[src/rtl/inst_prefetch_buffer.sv]
// Instruction prefetch front end: streams sequential words from a variable-latency
// instruction memory into a small in-order buffer and serves the word matching core_pc.
module inst_prefetch_buffer #(
    parameter int unsigned DEPTH    = 4,
    parameter logic [31:0] RESET_PC = 32'h0000_0000
) (
    input  logic        clk,
    input  logic        rst,
    input  logic [31:0] core_pc,
    input  logic        core_halt,
    output logic [31:0] inst_data,
    output logic        inst_valid,
    output logic        misalign_err,
    output logic        imem_req,
    output logic [31:0] imem_addr,
    input  logic        imem_gnt,
    input  logic        imem_rvalid,
    input  logic [31:0] imem_rdata
);

    localparam int unsigned AW = (DEPTH > 1) ? $clog2(DEPTH) : 1;
    localparam int unsigned CW = $clog2(DEPTH + 1);
    localparam logic [CW:0]   DEPTH_CREDIT = DEPTH[CW:0];
    localparam logic [CW-1:0] DEPTH_CNT    = DEPTH[CW-1:0];
    localparam logic [31:0]   NOP          = 32'h0000_0013;

    logic [31:0]   stream_addr;
    logic [31:0]   fetch_addr;
    logic [31:0]   fifo_mem [DEPTH];
    logic [AW-1:0] rd_ptr;
    logic [AW-1:0] wr_ptr;
    logic [CW-1:0] count;
    logic [CW-1:0] outstanding;
    logic [CW-1:0] discard;

    logic          redirect;
    logic          accept;
    logic          resp;
    logic          push;
    logic          pop;
    logic          empty;
    logic [CW:0]   credit_used;
    logic [CW-1:0] outstanding_after_resp;

    assign misalign_err = core_pc[1:0] != 2'b00;
    assign redirect     = (core_pc != stream_addr) && !misalign_err;
    assign empty        = count == '0;

    // Buffered words plus in-flight requests never exceed DEPTH, so a push always has room.
    assign credit_used = {1'b0, count} + {1'b0, outstanding};
    assign imem_req    = !rst && !redirect && !misalign_err && (credit_used < DEPTH_CREDIT);
    assign imem_addr   = fetch_addr;
    assign accept      = imem_req && imem_gnt;

    // A response with nothing outstanding is ignored so the counter cannot underflow.
    assign resp                   = imem_rvalid && (outstanding != '0);
    assign outstanding_after_resp = outstanding - {{(CW-1){1'b0}}, resp};
    assign push                   = resp && !redirect && (discard == '0);

    assign inst_valid = !empty && (core_pc == stream_addr) && !misalign_err;
    assign inst_data  = inst_valid ? fifo_mem[rd_ptr] : NOP;
    assign pop        = inst_valid && !core_halt;

    always_ff @(posedge clk) begin
        if (rst) begin
            stream_addr <= RESET_PC;
            fetch_addr  <= RESET_PC;
            rd_ptr      <= '0;
            wr_ptr      <= '0;
            count       <= '0;
            outstanding <= '0;
            discard     <= '0;
        end else begin
            outstanding <= outstanding_after_resp + {{(CW-1){1'b0}}, accept};
            if (redirect) begin
                // Everything still in flight belongs to the old stream and must be dropped.
                stream_addr <= core_pc;
                fetch_addr  <= core_pc;
                rd_ptr      <= '0;
                wr_ptr      <= '0;
                count       <= '0;
                discard     <= outstanding_after_resp;
            end else begin
                if (accept) begin
                    fetch_addr <= fetch_addr + 32'd4;
                end
                if (resp && (discard != '0)) begin
                    discard <= discard - 1'b1;
                end
                if (push) begin
                    wr_ptr <= wr_ptr + 1'b1;
                end
                if (pop) begin
                    rd_ptr      <= rd_ptr + 1'b1;
                    stream_addr <= stream_addr + 32'd4;
                end
                case ({push, pop})
                    2'b10:   count <= count + 1'b1;
                    2'b01:   count <= count - 1'b1;
                    default: count <= count;
                endcase
            end
            if (push) begin
                assert (count != DEPTH_CNT || pop);
            end
        end
    end

    always_ff @(posedge clk) begin
        if (push) begin
            fifo_mem[wr_ptr] <= imem_rdata;
        end
    end

endmodule

[config.mk]
export PLATFORM = sky130hd
export DESIGN_NAME = inst_prefetch_buffer
export DESIGN_NICKNAME = d
export VERILOG_FILES = /design/src/rtl/inst_prefetch_buffer.sv
export SDC_FILE = /design/constraint.sdc
export NUM_CORES = 1
export LEC_CHECK = 0
export CAP_MARGIN = 20
export CORE_MARGIN = 5
export CORE_UTILIZATION = 52
export DETAILED_ROUTE_END_ITERATION = 7
export HOLD_SLACK_MARGIN = 0.05
export PLACE_DENSITY = 0.76
export SYNTH_ARGS = -nofsm -noshare
export SYNTH_HDL_FRONTEND = slang
export SYNTH_SLANG_ARGS = --single-unit
[constraint.sdc]
create_clock -name clk -period 7.7 [get_ports clk]
set_clock_uncertainty 0.15 [all_clocks]
set_input_delay 1.54 -clock clk [delete_from_list [all_inputs] [get_ports clk]]
set_output_delay 1.54 -clock clk [all_outputs]
set_load 0.02 [all_outputs]
# After elaboration in Yosys (flattened, before gate mapping)
# Memory sizes are Yosys's and may differ from the RTL's. A register that Yosys moved wholly into a read port is not among the register bits.
# Index checks and enable logic that the tools add are counted.
# classes
n_addsub	10
n_lt_le_gt_ge	1
eq_ne	4
n_mux	12
n_reduce_logical	27
# op_table
op	count
$mux 32	5
$add 32x3->32 const B	2
$eq 32x32->1	1
$ne 32x32->1	1
$logic_and 1x1->1	12
$reduce_bool 2->1	5
$logic_not 3->1	2
$mux 3	2
$pmux 3 s2	1
$reduce_bool 3->1	2
$sub 3x1->3 const B	2
$logic_not 1->1	5
$add 2x1->2 const B	2
$add 3x3->4	1
$lt 4x3->1 const B	1
$mux 2	2
$add 3x1->3	1
$add 3x1->3 const B	1
$sub 3x1->3	1
$eq 2x1->1 const B	1
$eq 2x2->1 const B	1
$mux 1	2
$reduce_or 2->1	1
# totals
ff_bits	77
mem_bits_rw	128
wordCells	62
mem_count	1
# memory_table
memory	words	word_bits	rd	rd_clocked_by_memory_dff	wr	line	rtl
fifo_mem	4	32	1	1	1	29	logic [31:0] fifo_mem [DEPTH];

# Depth between registers and ports, before layout
# logic_depth
word_depth	10
ltp_mapped	17

# Worst setup path before layout
# Ideal clock, no wire load.
# synth_path
kind	input-to-output
from	in core_pc[7]
to	out inst_data[0]
arrival_ns	3.282
slack_ns	2.728
cell_stages	7
cell_sequence	xor2_1 > nor4_1 > nand4_1 > nor2_2 > nand3_1 > clkbuf_1 > or2_2
# synth_via
elab_chain_len	4
# synth_rtl
element	line	rtl
from (decl)	9	input logic [31:0] core_pc,
$eq 32x32->1	60	assign inst_valid = !empty && (core_pc == stream_addr) && !misalign_err;
$logic_and 1x1->1 (2 in a row)	60	
$mux 32	61	assign inst_data = inst_valid ? fifo_mem[rd_ptr] : NOP;
to (decl)	11	output logic [31:0] inst_data,
# No other way between the ends.

# Worst setup path after layout
# layout_path
from	in core_pc[20]
to	out inst_data[1]
# Same word-level chain as after synthesis.

==> impl_metrics.ini <==
[worst_hold_path]
min_from = imem_addr[28]
holdCritPathClass = reg2reg
min_to = imem_addr[28]
hold_depth = 2

[clock_network]
clock_path_buffers = 3
clk_latency_ps = 500
root_buffer = clkbuf_16
cts.sinks = 205
cts_tree = done
cts_setup_buffers = 0
cts_buffers = 21
htreeDepth = 1
cts_hold_buf = 0
clkTransAtPathRegs_ps = 60
cts_resized = 0

[die]
die_w_um = 147.6
core_area_um2 = 18640
rows = 50
num_io_pins = 136
initial_core_util = 0.5279
die_area_um2 = 21780
fp.dieH_um = 147.6

[logic_synthesis]
synth_edf_count = 128
synth_area_um2 = 9842
postSynthCellCount = 840
ys.flop_type = edfxtp_1
ys_types = 65
synth_fp_nets = 925
synthArstFlopShare = 0
ys_ff_latch = 205
syn_area_per_cell_um2 = 11.72
yosys_warnings = 0
yosysSeqAreaShare = 0.5472

[outcome]
run_status = finished clean

[pwr]
power_density_nw_per_um2 = 226.3
power_leakage_uw = 0.003984
p_total_uw = 2749
irDropWorstVdd_uv = 210.3

[sta]
slew_violations = 0
period_minus_slack_ps = 6209
rsz0062_at_grt = false
clock.fmax_ghz = 0.1611
max_slew_margin = 0.3611
setup-tns-final_ps = 0
setup_violations = 0
worst_pin_slew_ps = 949.6
finalCritPeriodShare = 0.8064
holdWs_ps = 352.8
hold_viol_final = 0
fin_ws_ps = 1491

[drt]
dr.pass1.iters = 5
postRouteAntennaNets = 0
drtIter0Drc = 677
routed_wl_mm = 25.40
vias = 7444
drc = 0
drt-wirelength-per-cell_um = 21.01
vias_per_cell = 6.157

[global_routing]
grt_max_degree = 51
globalRouteMet3Util = 0.03617
grt.met2_usage = 0.3700
antenna_found_initial = 0
grt_pass1_wl_mm = 39.83
grt_pass1_vias = 7237
track_usage = 0.2274
overflow = 0
top_usage_layer = met2
grt_use_met1 = 0.3178

[critical_path]
reg2reg_from = stream_addr[3]
path_delay_family = simple AND/OR/NAND/NOR gates
crit_path_start_kind = input pin
rr_worst_depth = 12
cp_cell_sequence = clkdlybuf4s50_1 > xor2_1 > nor4_1 > nand4_1 > nor2_2 > nand3_1 > buf_4 > or2_2 > clkdlybuf4s50_1
timing.rr.end = count[2]
cp-end-kind = output port
path_max_fanout = 33
cpPeakStageDelay_ps = 550
path_buf_inv = 3
cpMaxStageDelayCell = nor4_1
reg2reg_setup_slack_ps = 4110
cp_common_cell = clkdlybuf4s50_1
arrival_ps = 4520
cp.required_ps = 6010
crit_type = in2out

[place]
io_buffers = 135
dp_hpwl_mm = 17.10
placed_area_um2 = 11380
gp_congestion = 0.9734
place_ws_ps = 1537

[cells_and_area]
nNetsFinal = 1045
drive_above_1_share = 0.1067
diodes = 0
design_area_um2 = 12150
syn_to_final_growth_pct = 23.44

[run]
maxCapViolCount = 0
## logic make-up (layout without fill, tap and decap cells)
family,Yosys count,after routing,share of synthesized area
xor+xnor,49,49,0.04361
fa+ha+maj,16,16,0.02110
flops,205,205,0.5472
buf+inv,89,224,0.03788
compound gates,151,151,0.1097
mux,32,32,0.07323
simple gates,298,298,0.1673
## worst register-to-register path: stages (launching register included)
cell	delay, ps
dfxtp_1	340
xor2_1	200
nor4_1	550
and4_1	730
nand3_4	260
inv_1	130
ha_1	210
inv_1	70
fa_1	370
xor2_1	150
nor2_1	110
xnor2_1	130
nor2_1	50
## sequential cells by signal, summed over array words and instances (netlist names), named ones only
register / flops
fifo_mem: 128
imem_addr: 31
stream_addr: 31
count: 3
discard: 3
outstanding: 3
rd_ptr: 2
wr_ptr: 2
## cells in the mapped netlist, types with 4 or more instances
cell type  instances  share of area
a211oi_1          10         0.0076
a21oi_1           24          0.012
a221o_1            5         0.0051
a22oi_1            8         0.0061
a311oi_1           4         0.0036
a31oi_1           14         0.0089
a32oi_1            4         0.0036
and2_1             5         0.0032
and3_1            16          0.010
and4_1             8         0.0071
buf_2             10         0.0051
clkbuf_1          34          0.013
dfxtp_1           77           0.16
edfxtp_1         128           0.39
ha_1              15          0.019
inv_1             36          0.014
mux4_2            32          0.073
nand2_1           51          0.019
nand3_1           36          0.018
nand4_1           21          0.013
nor2_1            43          0.016
nor2b_1           35          0.022
nor3_1            19         0.0097
nor4_1            22          0.014
o211ai_1           7         0.0053
o21a_1             5         0.0038
o21ai_0           19         0.0097
o21ai_1            4         0.0020
o221a_2            5         0.0057
o311ai_1           5         0.0044
o31a_1             4         0.0036
o31ai_1            7         0.0053
or2_2              8         0.0051
or3_1             11         0.0070
or4_1             11         0.0084
xnor2_1           12          0.011
xor2_1            37          0.033
## placed cells by master, fill, tap and decap left out, drive strengths merged, types with 7 or more instances in the layout
cell type and instances:
nor2b 35, a22oi 8, nor4 24, nand4 22, ha 15, nor3 19
or2 9, or3 11, xnor2 12, or4 11, o21ai 23, o311ai 8
xor2 37, edfxtp 128, clkbuf 23, and4 8, a211oi 10, and3 16
a31oi 14, dfxtp 77, inv 38, buf 14, clkdlybuf4s50 135, nand2 52
o211ai 7, nand3 38, mux4 32, o31ai 7, a21oi 24, nor2 44
## report_power, final
group / switching [µW] / leakage, µW / internal, µW
Combinational: 183 / 0.00183 / 158
Clock: 413 / 0.000370 / 704
Sequential: 46.8 / 0.00178 / 1240
## layer usage
metal / vias up / share of wire
li1: 3480 / -
met1: 3568 / 0.42
met2: 343 / 0.47
met3: 53 / 0.083
met4: 0 / 0.029
met5: - / 0
## cell type report
type | count | area, µm²
Tap cell | 234 | 292.8
Fill cell | 1398 | 6494
Inverter | 37 | 138.9
Multi-Input combinational cell | 546 | 4106
Sequential cell | 205 | 5386
Clock buffer | 23 | 533.0
Timing Repair Buffer | 149 | 1456
Clock inverter | 15 | 235.2
## worst max path at each step
stage,start,end,cells after the start
after CTS,core_pc[7],inst_data[1],9
after detailed placement,core_pc[20],inst_data[1],9
final,core_pc[20],inst_data[1],9
after global placement,core_pc[20],imem_req,8
after global routing,core_pc[7],inst_data[1],9
after floorplan,core_pc[7],inst_data[0],7
## per-stage QoR
| stage | utilization | std cells |
|---|---|---|
| after floorplan | - | 840 |
| after global placement | 0.6105 | 1171 |
| final | 0.6517 | 1209 |
| after CTS | 0.6517 | 1209 |
| after detailed placement | 0.6105 | 1171 |
| after global routing | 0.6517 | 1209 |
Note: power is estimated with default switching activity, not from simulation.
